===== src/rtl/vga_pkg.sv =====
// ============================================================================
// vga_pkg : colour table, bar count and checker state encoding shared by the
//           VGA pattern generator and checker.
// Revision : 1.0
// ============================================================================
`default_nettype none

package vga_pkg;

    localparam int VGA_NUM_BARS  = 16;
    localparam int VGA_BAR_IDX_W = 4;

    // Index 0 sits in the least-significant slot: FFF, CCC, 888, 000, ...
    localparam logic [VGA_NUM_BARS-1:0][11:0] VGA_COLOUR_TABLE = {
        12'h808, 12'hF0F, 12'h008, 12'h00F,
        12'h088, 12'h0FF, 12'h080, 12'h0F0,
        12'h880, 12'hFF0, 12'h800, 12'hF00,
        12'h000, 12'h888, 12'hCCC, 12'hFFF
    };

    typedef enum logic [1:0] {
        ACQUIRE  = 2'd0,
        ARMED    = 2'd1,
        CHECKING = 2'd2
    } vga_state_e;

    function automatic logic [11:0] vga_bar_colour(input logic [VGA_BAR_IDX_W-1:0] idx);
        return VGA_COLOUR_TABLE[idx];
    endfunction

endpackage

`default_nettype wire


===== src/rtl/vga_bar_ref.sv =====
// ============================================================================
// vga_bar_ref : tracks column within the current bar and emits the colour
//               the current valid pixel must have.
// Revision : 1.0
// ============================================================================
`default_nettype none

module vga_bar_ref
    import vga_pkg::*;
(
    input  logic        pxl_clk_i,
    input  logic        pxl_rst_n_i,
    input  logic        valid_i,
    input  logic [31:0] bar_width_i,
    output logic [11:0] exp_rgb_o
);

    logic [31:0]              pos_cnt_q, pos_cnt_d;
    logic [VGA_BAR_IDX_W-1:0] bar_idx_q, bar_idx_d;

    // A zero bar width pins every pixel to bar 0.
    always_comb begin
        pos_cnt_d = pos_cnt_q;
        bar_idx_d = bar_idx_q;
        if (!valid_i) begin
            pos_cnt_d = '0;
            bar_idx_d = '0;
        end else if (bar_width_i != 32'd0) begin
            if (pos_cnt_q == bar_width_i - 32'd1) begin
                pos_cnt_d = '0;
                bar_idx_d = bar_idx_q + 1'b1;
            end else begin
                pos_cnt_d = pos_cnt_q + 32'd1;
            end
        end
    end

    always_ff @(posedge pxl_clk_i) begin
        if (!pxl_rst_n_i) begin
            pos_cnt_q <= '0;
            bar_idx_q <= '0;
        end else begin
            pos_cnt_q <= pos_cnt_d;
            bar_idx_q <= bar_idx_d;
        end
    end

    assign exp_rgb_o = vga_bar_colour(bar_idx_q);

endmodule

`default_nettype wire


===== src/rtl/vga_pattern_check.sv =====
// ============================================================================
// vga_pattern_check : sink-side checker for the 16-bar VGA test pattern.
//                     Optional first-error capture: VGA_CHECK_CAPTURE_EN.
// Revision : 1.0
// ============================================================================
`default_nettype none

module vga_pattern_check
    import vga_pkg::*;
#(
    parameter int ERR_CNT_W = 16
) (
    input  logic                 pxl_clk,
    input  logic                 pxl_rst_n,
    input  logic [31:0]          horz_res,
    input  logic [31:0]          vert_res,
    input  logic                 horz_active,
    input  logic                 vert_active,
    input  logic                 frame_active,
    input  logic [3:0]           rgb_red,
    input  logic [3:0]           rgb_green,
    input  logic [3:0]           rgb_blue,
    output logic                 armed,
    output logic                 frame_done,
    output logic                 frame_ok,
    output logic [ERR_CNT_W-1:0] err_cnt,
    output logic                 geom_err
`ifdef VGA_CHECK_CAPTURE_EN
    ,
    output logic [31:0]          err_x,
    output logic [31:0]          err_y,
    output logic [11:0]          err_rgb
`endif
);

    vga_state_e           state_q;
    logic                 armed_q, fa_q, ha_q, va_q;
    logic                 mismatch_q, len_err_q, hgt_err_q;
    logic                 vfall_q, vfall2_q, frame_err_q, frame_done_q, frame_ok_q, geom_q;
    logic [31:0]          line_len_q, line_len_d, line_cnt_q, line_cnt_d;
    logic [ERR_CNT_W-1:0] err_cnt_q, err_cnt_d;

    logic        w_live, w_checking, w_valid, w_mis;
    logic        w_fa_fall, w_ha_fall, w_va_fall;
    logic [11:0] w_pix, w_exp;

    // The rising edge of vert_active already belongs to the frame being checked.
    assign w_checking = (state_q == CHECKING);
    assign w_live     = w_checking | ((state_q == ARMED) & vert_active);
    assign w_valid    = w_live & frame_active;
    assign w_fa_fall  = fa_q & ~frame_active;
    assign w_ha_fall  = ha_q & ~horz_active;
    assign w_va_fall  = va_q & ~vert_active;
    assign w_pix      = {rgb_red, rgb_green, rgb_blue};
    assign w_mis      = w_valid & (w_pix != w_exp);

    vga_bar_ref u_bar_ref (
        .pxl_clk_i   (pxl_clk),
        .pxl_rst_n_i (pxl_rst_n),
        .valid_i     (w_valid),
        .bar_width_i (horz_res >> 4),
        .exp_rgb_o   (w_exp)
    );

    always_comb begin
        line_len_d = line_len_q;
        if (w_fa_fall) begin
            line_len_d = '0;
        end else if (w_valid) begin
            line_len_d = line_len_q + 32'd1;
        end

        line_cnt_d = line_cnt_q;
        if (w_checking & w_va_fall) begin
            line_cnt_d = '0;
        end else if (w_checking & w_ha_fall & vert_active) begin
            line_cnt_d = line_cnt_q + 32'd1;
        end

        err_cnt_d = err_cnt_q;
        if (mismatch_q && (err_cnt_q != {ERR_CNT_W{1'b1}})) begin
            err_cnt_d = err_cnt_q + 1'b1;
        end
    end

    always_ff @(posedge pxl_clk) begin
        if (!pxl_rst_n) begin
            state_q      <= ACQUIRE;
            armed_q      <= 1'b0;
            fa_q         <= 1'b0;
            ha_q         <= 1'b0;
            va_q         <= 1'b0;
            mismatch_q   <= 1'b0;
            len_err_q    <= 1'b0;
            hgt_err_q    <= 1'b0;
            vfall_q      <= 1'b0;
            vfall2_q     <= 1'b0;
            frame_err_q  <= 1'b0;
            frame_done_q <= 1'b0;
            frame_ok_q   <= 1'b0;
            geom_q       <= 1'b0;
            line_len_q   <= '0;
            line_cnt_q   <= '0;
            err_cnt_q    <= '0;
        end else begin
            case (state_q)
                ACQUIRE: begin
                    if (!vert_active) begin
                        state_q <= ARMED;
                        armed_q <= 1'b1;
                    end
                end
                ARMED: begin
                    if (vert_active) begin
                        state_q <= CHECKING;
                    end
                end
                CHECKING: state_q <= CHECKING;
                default:  state_q <= ACQUIRE;
            endcase

            fa_q       <= frame_active;
            ha_q       <= horz_active;
            va_q       <= vert_active;
            mismatch_q <= w_mis;
            len_err_q  <= w_checking & w_fa_fall & (line_len_q != horz_res);
            hgt_err_q  <= w_checking & w_va_fall & (line_cnt_q != vert_res);
            line_len_q <= line_len_d;
            line_cnt_q <= line_cnt_d;
            err_cnt_q  <= err_cnt_d;
            geom_q     <= geom_q | len_err_q | hgt_err_q;

            // Two-stage delay lets the last line's length verdict land first.
            vfall_q      <= w_checking & w_va_fall;
            vfall2_q     <= vfall_q;
            frame_done_q <= vfall2_q;
            if (vfall2_q) begin
                frame_ok_q <= ~frame_err_q;
            end
            frame_err_q <= (vfall2_q ? 1'b0 : frame_err_q) | mismatch_q | len_err_q | hgt_err_q;
        end
    end

    assign armed      = armed_q;
    assign frame_done = frame_done_q;
    assign frame_ok   = frame_ok_q;
    assign err_cnt    = err_cnt_q;
    assign geom_err   = geom_q;

`ifdef VGA_CHECK_CAPTURE_EN
    logic        cap_done_q;
    logic [31:0] err_x_q, err_y_q;
    logic [11:0] err_rgb_q;

    always_ff @(posedge pxl_clk) begin
        if (!pxl_rst_n) begin
            cap_done_q <= 1'b0;
            err_x_q    <= '0;
            err_y_q    <= '0;
            err_rgb_q  <= '0;
        end else if (w_mis && !cap_done_q) begin
            cap_done_q <= 1'b1;
            err_x_q    <= line_len_q;
            err_y_q    <= line_cnt_q;
            err_rgb_q  <= w_pix;
        end
    end

    assign err_x   = err_x_q;
    assign err_y   = err_y_q;
    assign err_rgb = err_rgb_q;
`endif

endmodule

`default_nettype wire

===== config.mk =====
export PLATFORM = sky130hd
export DESIGN_NAME = vga_pattern_check
export DESIGN_NICKNAME = d
export VERILOG_FILES = /design/src/rtl/vga_pkg.sv /design/src/rtl/vga_bar_ref.sv /design/src/rtl/vga_pattern_check.sv
export SDC_FILE = /design/constraint.sdc
export NUM_CORES = 1
export LEC_CHECK = 0
export ABC_AREA = 1
export CORE_MARGIN = 1
export CORE_UTILIZATION = 65
export DETAILED_ROUTE_END_ITERATION = 6
export DONT_BUFFER_PORTS = 1
export MAX_ROUTING_LAYER = met4
export PLACE_DENSITY_LB_ADDON = 0.3
export SETUP_SLACK_MARGIN = 0.1
export SLEW_MARGIN = 20
export SYNTH_ARGS = -nofsm -noshare
export SYNTH_HDL_FRONTEND = slang
export SYNTH_SLANG_ARGS = --single-unit
export TNS_END_PERCENT = 1

===== constraint.sdc =====
create_clock -name pxl_clk -period 2.95 [get_ports pxl_clk]
set_clock_uncertainty 0.2 [all_clocks]
set_input_delay 0.59 -clock pxl_clk [delete_from_list [all_inputs] [get_ports pxl_clk]]
set_output_delay 0.59 -clock pxl_clk [all_outputs]
set_load 0.05 [all_outputs]

==> results_tabular.tex <==
\begin{tabular}{lr}
\hline
Metric & Value \\
\hline
\multicolumn{2}{l}{\textbf{Die}} \\
\quad Die footprint & about 14000 sq um \\
\quad Standard cell core area & approximately 13000 sq um \\
\quad Horizontal die dimension & 120 microns \\
\quad Height of the chip & $\sim$120 microns \\
\quad \# rows & 42 \\
\quad I/O pin count & 101 \\
\quad Initial core utilization & between 60\% and 70\% \\
\multicolumn{2}{l}{\textbf{Synth}} \\
\quad Most area-consuming cells after synthesis & sky130\_fd\_sc\_hd\_\_dfxtp\_1, sky130\_fd\_sc\_hd\_\_nand2\_1, sky130\_fd\_sc\_hd\_\_xor2\_1, sky130\_fd\_sc\_hd\_\_inv\_1, sky130\_fd\_sc\_hd\_\_nor2\_1 \\
\quad Number of library cell types mapped by synthesis & between 40 and 50 \\
\quad Biggest area consumer among synthesized cells & sky130\_fd\_sc\_hd\_\_dfxtp\_1 \\
\quad Portion of synthesized cell area occupied by the leading cell type & a little under a third \\
\quad Syn Area/Cell & between 6 and 7 sq um \\
\quad Post-synth EDFFs & 0 \\
\quad Post-Synthesis Net Count & around 1400 \\
\quad Post-synthesis async set-or-reset flop share & 0\% \\
\quad Main flop type after synthesis & sky130\_fd\_sc\_hd\_\_dfxtp\_1 \\
\quad Cell count after synthesis & between 1000 and 1500 \\
\quad Post-synth design cell area & a little over 9000 sq um \\
\quad Sequential fraction of the synthesis area & a little under a third \\
\quad Flip-flop and latch count after synthesis & 140 \\
\quad Yosys synthesis warning count & 0 \\
\multicolumn{2}{l}{\textbf{Detailed routing}} \\
\quad Total met2 wirelength after detailed routing & about 12000 microns \\
\quad DRC marker count from the first detailed-route iteration & 850 \\
\quad Routed metal-1 wirelength & just over 10000 microns \\
\quad Topmost layer with routed signal wires & met4 \\
\quad Amount of wire on met3 after detailed routing & 1890 microns \\
\quad Total DRC errors in the routed layout & 0 \\
\quad Pre-Repair DR Iteration Count & 7 \\
\quad Final wirelength & between 20000 and 25000 microns \\
\quad Total via count in the routed design & approximately 9000 \\
\quad Antenna violation net count after detailed routing & 0 \\
\quad Detail-routed net length per standard cell & 15.6 microns \\
\quad Vias per cell & roughly 5.7 \\
\multicolumn{2}{l}{\textbf{Final layout}} \\
\quad Antenna diodes & 0 \\
\quad Post-layout instance area & 10100 sq um \\
\quad Highest-count cells in the layout ignoring fill and taps & sky130\_fd\_sc\_hd\_\_nand2\_1, sky130\_fd\_sc\_hd\_\_inv\_1, sky130\_fd\_sc\_hd\_\_nor2\_1 \\
\quad Share of final-layout standard cells stronger than drive strength 1 & between 10\% and 20\% \\
\quad Most frequent standard cell in the layout excluding fill and tap cells & sky130\_fd\_sc\_hd\_\_nand2\_1 \\
\quad Number of standard cells in the layout, taps in and fillers out & $\sim$1600 \\
\quad Area Growth Syn to Fin & 11.5\% \\
\quad Count of nets after finishing & 1487 \\
\multicolumn{2}{l}{\textbf{Place}} \\
\quad Number of buffers inserted by port buffering & 0 \\
\quad Placer's final routability congestion estimate & just over 1 \\
\quad Number of cells in the design after placement & $\sim$1600 \\
\quad Post-detailed-placement cell area & roughly 9500 sq um \\
\quad Final HPWL from detailed placement & between 15000 and 20000 microns \\
\multicolumn{2}{l}{\textbf{Setup path}} \\
\quad Source of the critical timing path & state\_q[0]\$\_SDFFE\_PN0P\_ \\
\quad Arrival time reported for the critical path endpoint & 2.93 ns \\
\quad CP Capture Type & flip-flop \\
\quad Internal reg-to-reg setup slack & about 0.18 ns \\
\quad Worst setup path class & reg -> reg \\
\quad Startpoint of the most critical register-to-register path & state\_q[0]\$\_SDFFE\_PN0P\_ \\
\quad Startpoint kind of the worst setup timing path & flip-flop \\
\quad Critical path data required time & 3.11 ns \\
\quad Maximum fanout along the worst path & 5 \\
\multicolumn{2}{l}{\textbf{Power}} \\
\quad Power density relative to cell area & 446 nW/um\^{}2 \\
\quad Maximum VDD drop & 0.599 mV \\
\quad Leakage power figure & approximately 4.4 nW \\
\quad Total power of the final layout & between 4 and 5 mW \\
\multicolumn{2}{l}{\textbf{STA}} \\
\quad Ratio of final minimum period to clock period & between 90\% and 100\% \\
\quad Count of endpoints failing setup in the final report & 0 \\
\quad Slew HR & between 30\% and 40\% \\
\quad Unrepaired setup endpoints after global routing & yes \\
\quad Hold WS & between 0.06 and 0.07 ns \\
\quad Hold Fails Final Rpt & 0 \\
\quad Maximum frequency from static timing analysis & about 360 MHz \\
\quad Max-slew violation total from the final report & 0 \\
\quad Min cycle time layout & approximately 2.8 ns \\
\quad Worst-margin pin slew & roughly 0.99 ns \\
\multicolumn{2}{l}{\textbf{Worst hold path}} \\
\quad Source of the worst hold timing path & pxl\_rst\_n \\
\quad Hold Crit Class & in -> reg \\
\multicolumn{2}{l}{\textbf{Clock network}} \\
\quad Number of buffers between clock root and the deepest sink & 2 \\
\quad Hold-fix buffer count after cts & 0 \\
\quad Clock Sink Count & 140 \\
\quad Skew-Pair Late Insertion Delay & between 0.4 and 0.5 ns \\
\quad Total setup buffers inserted after CTS & 0 \\
\quad CTS root buf & sky130\_fd\_sc\_hd\_\_clkbuf\_16 \\
\quad TritonCTS clock tree & built \\
\quad Deepest level of the CTS H-tree & 4 \\
\quad Clock-pin slew on the worst setup and hold paths & around 0.060 ns \\
\quad CTS buffer count & 17 \\
\multicolumn{2}{l}{\textbf{GRT}} \\
\quad Tot GR Track Use & 36.0\% \\
\quad First-pass GRT wire length & $\sim$40000 microns \\
\quad Pin count of the biggest net entering global routing & 27 \\
\quad Vias in the first global route & approximately 8600 \\
\quad Grt ovf & 0 \\
\quad Initial antenna violation count & 0 \\
\multicolumn{2}{l}{\textbf{Outcome}} \\
\quad Run status & finished, final reports clean \\
\multicolumn{2}{l}{\textbf{Job}} \\
\quad Max cap viols & 0 \\
\hline
\end{tabular}
[sequential cells by signal, indices dropped and copies added, names as in the netlist, 2 cells and up]
signal               count
state_q                  2
u_bar_ref.bar_idx_q      4
u_bar_ref.pos_cnt_q     32
line_len_q              32
u_bar_ref.exp_rgb_o      9
err_cnt                 16
line_cnt_q              32
[routing by layer]
| layer | GRT usage [%] | vias to the layer above |
|---|---|---|
| li1 | - | 4453 |
| met1 | 43.1 | 4146 |
| met2 | 59.0 | 368 |
| met3 | 7.70 | 71 |
| met4 | 13.9 | 0 |
| met5 | - | - |
[cell usage after synthesis, types with 11 or more instances]
library cell / n
sky130_fd_sc_hd__dfxtp_1: 140
sky130_fd_sc_hd__nor3_1: 45
sky130_fd_sc_hd__o21ai_0: 31
sky130_fd_sc_hd__xnor2_1: 15
sky130_fd_sc_hd__nand4_1: 39
sky130_fd_sc_hd__nand3_1: 76
sky130_fd_sc_hd__xor2_1: 97
sky130_fd_sc_hd__inv_1: 207
sky130_fd_sc_hd__a21oi_1: 60
sky130_fd_sc_hd__nor2_1: 160
sky130_fd_sc_hd__nand2_1: 293
sky130_fd_sc_hd__nor2_4: 11
sky130_fd_sc_hd__nor2_2: 15
sky130_fd_sc_hd__inv_2: 14
sky130_fd_sc_hd__nor4_1: 26
[kinds of logic (layout without fill, tap and decap cells)]
| family | after synthesis | in the layout | synth area share (%) |
|---|---|---|---|
| AND/OR/NAND/NOR | 725 | 725 | 38.5 |
| AO/OA/AOI/OAI | 134 | 134 | 8.51 |
| flip-flops | 140 | 140 | 31.0 |
| buffers and inverters | 235 | 288 | 9.80 |
| adder cells (fa/ha/maj) | 10 | 10 | 1.38 |
| XOR/XNOR | 112 | 112 | 10.8 |
[final timing paths]
check | end | depth (start not counted)
min reg2reg | vfall2_q$_SDFF_PN0_ | 2
max | line_len_q[30]$_SDFFE_PP0P_ | 13
max reg2reg | line_len_q[30]$_SDFFE_PP0P_ | 13
min | vfall2_q$_SDFF_PN0_ | 2
[per-stage QoR]
| stage | worst slack, ns | setup TNS (ns) | utilization (%) |
|---|---|---|---|
| 2_1_floorplan | 0.296 | 0 | - |
| 3_3_place_gp | 0.0374 | 0 | 70.7 |
| 3_5_place_dp | -0.0668 | -0.353 | 70.7 |
| 4_1_cts | 0.0928 | 0 | 75.0 |
| 5_1_grt | 0.0192 | 0 | 75.4 |
| 6_report | 0.176 | 0 | 75.4 |
[report_power, final]
| group | internal (mW) | switching [mW] | total (mW) |
|---|---|---|---|
| Clock | 1.20 | 0.870 | 2.07 |
| Sequential | 1.93 | 0.0510 | 1.98 |
| Combinational | 0.152 | 0.296 | 0.449 |
| Total | 3.29 | 1.22 | 4.50 |
[area by class of cell]
type	count	area, sq um
fill	1092	3300
sequential	140	2800
inverter	223	837
tap	176	220
timing repair buffer	33	248
clock buffer	19	443
multi-input combinational	981	5420
clock inverter	13	133
[repair_timing]
item / in CTS / in global routing
endpoints found under the setup margin: 2 / 23
resized for setup: 1 / 9
pin swaps: 0 / 1
[critical path, stage by stage (launching register included)]
cell and delay (ns):
sky130_fd_sc_hd__dfxtp_1 0.32, sky130_fd_sc_hd__inv_1 0.14, sky130_fd_sc_hd__ha_2 0.28, sky130_fd_sc_hd__a21oi_1 0.11, sky130_fd_sc_hd__nor2_4 0.13, sky130_fd_sc_hd__nand3_1 0.12
sky130_fd_sc_hd__nor2_2 0.14, sky130_fd_sc_hd__nand3_1 0.17, sky130_fd_sc_hd__nor3_2 0.23, sky130_fd_sc_hd__inv_2 0.08, sky130_fd_sc_hd__nor3_2 0.18, sky130_fd_sc_hd__nand2_1 0.15
sky130_fd_sc_hd__or3_1 0.33, sky130_fd_sc_hd__a21oi_1 0.12
No activity file was read; power rests on OpenSTA's default activity.
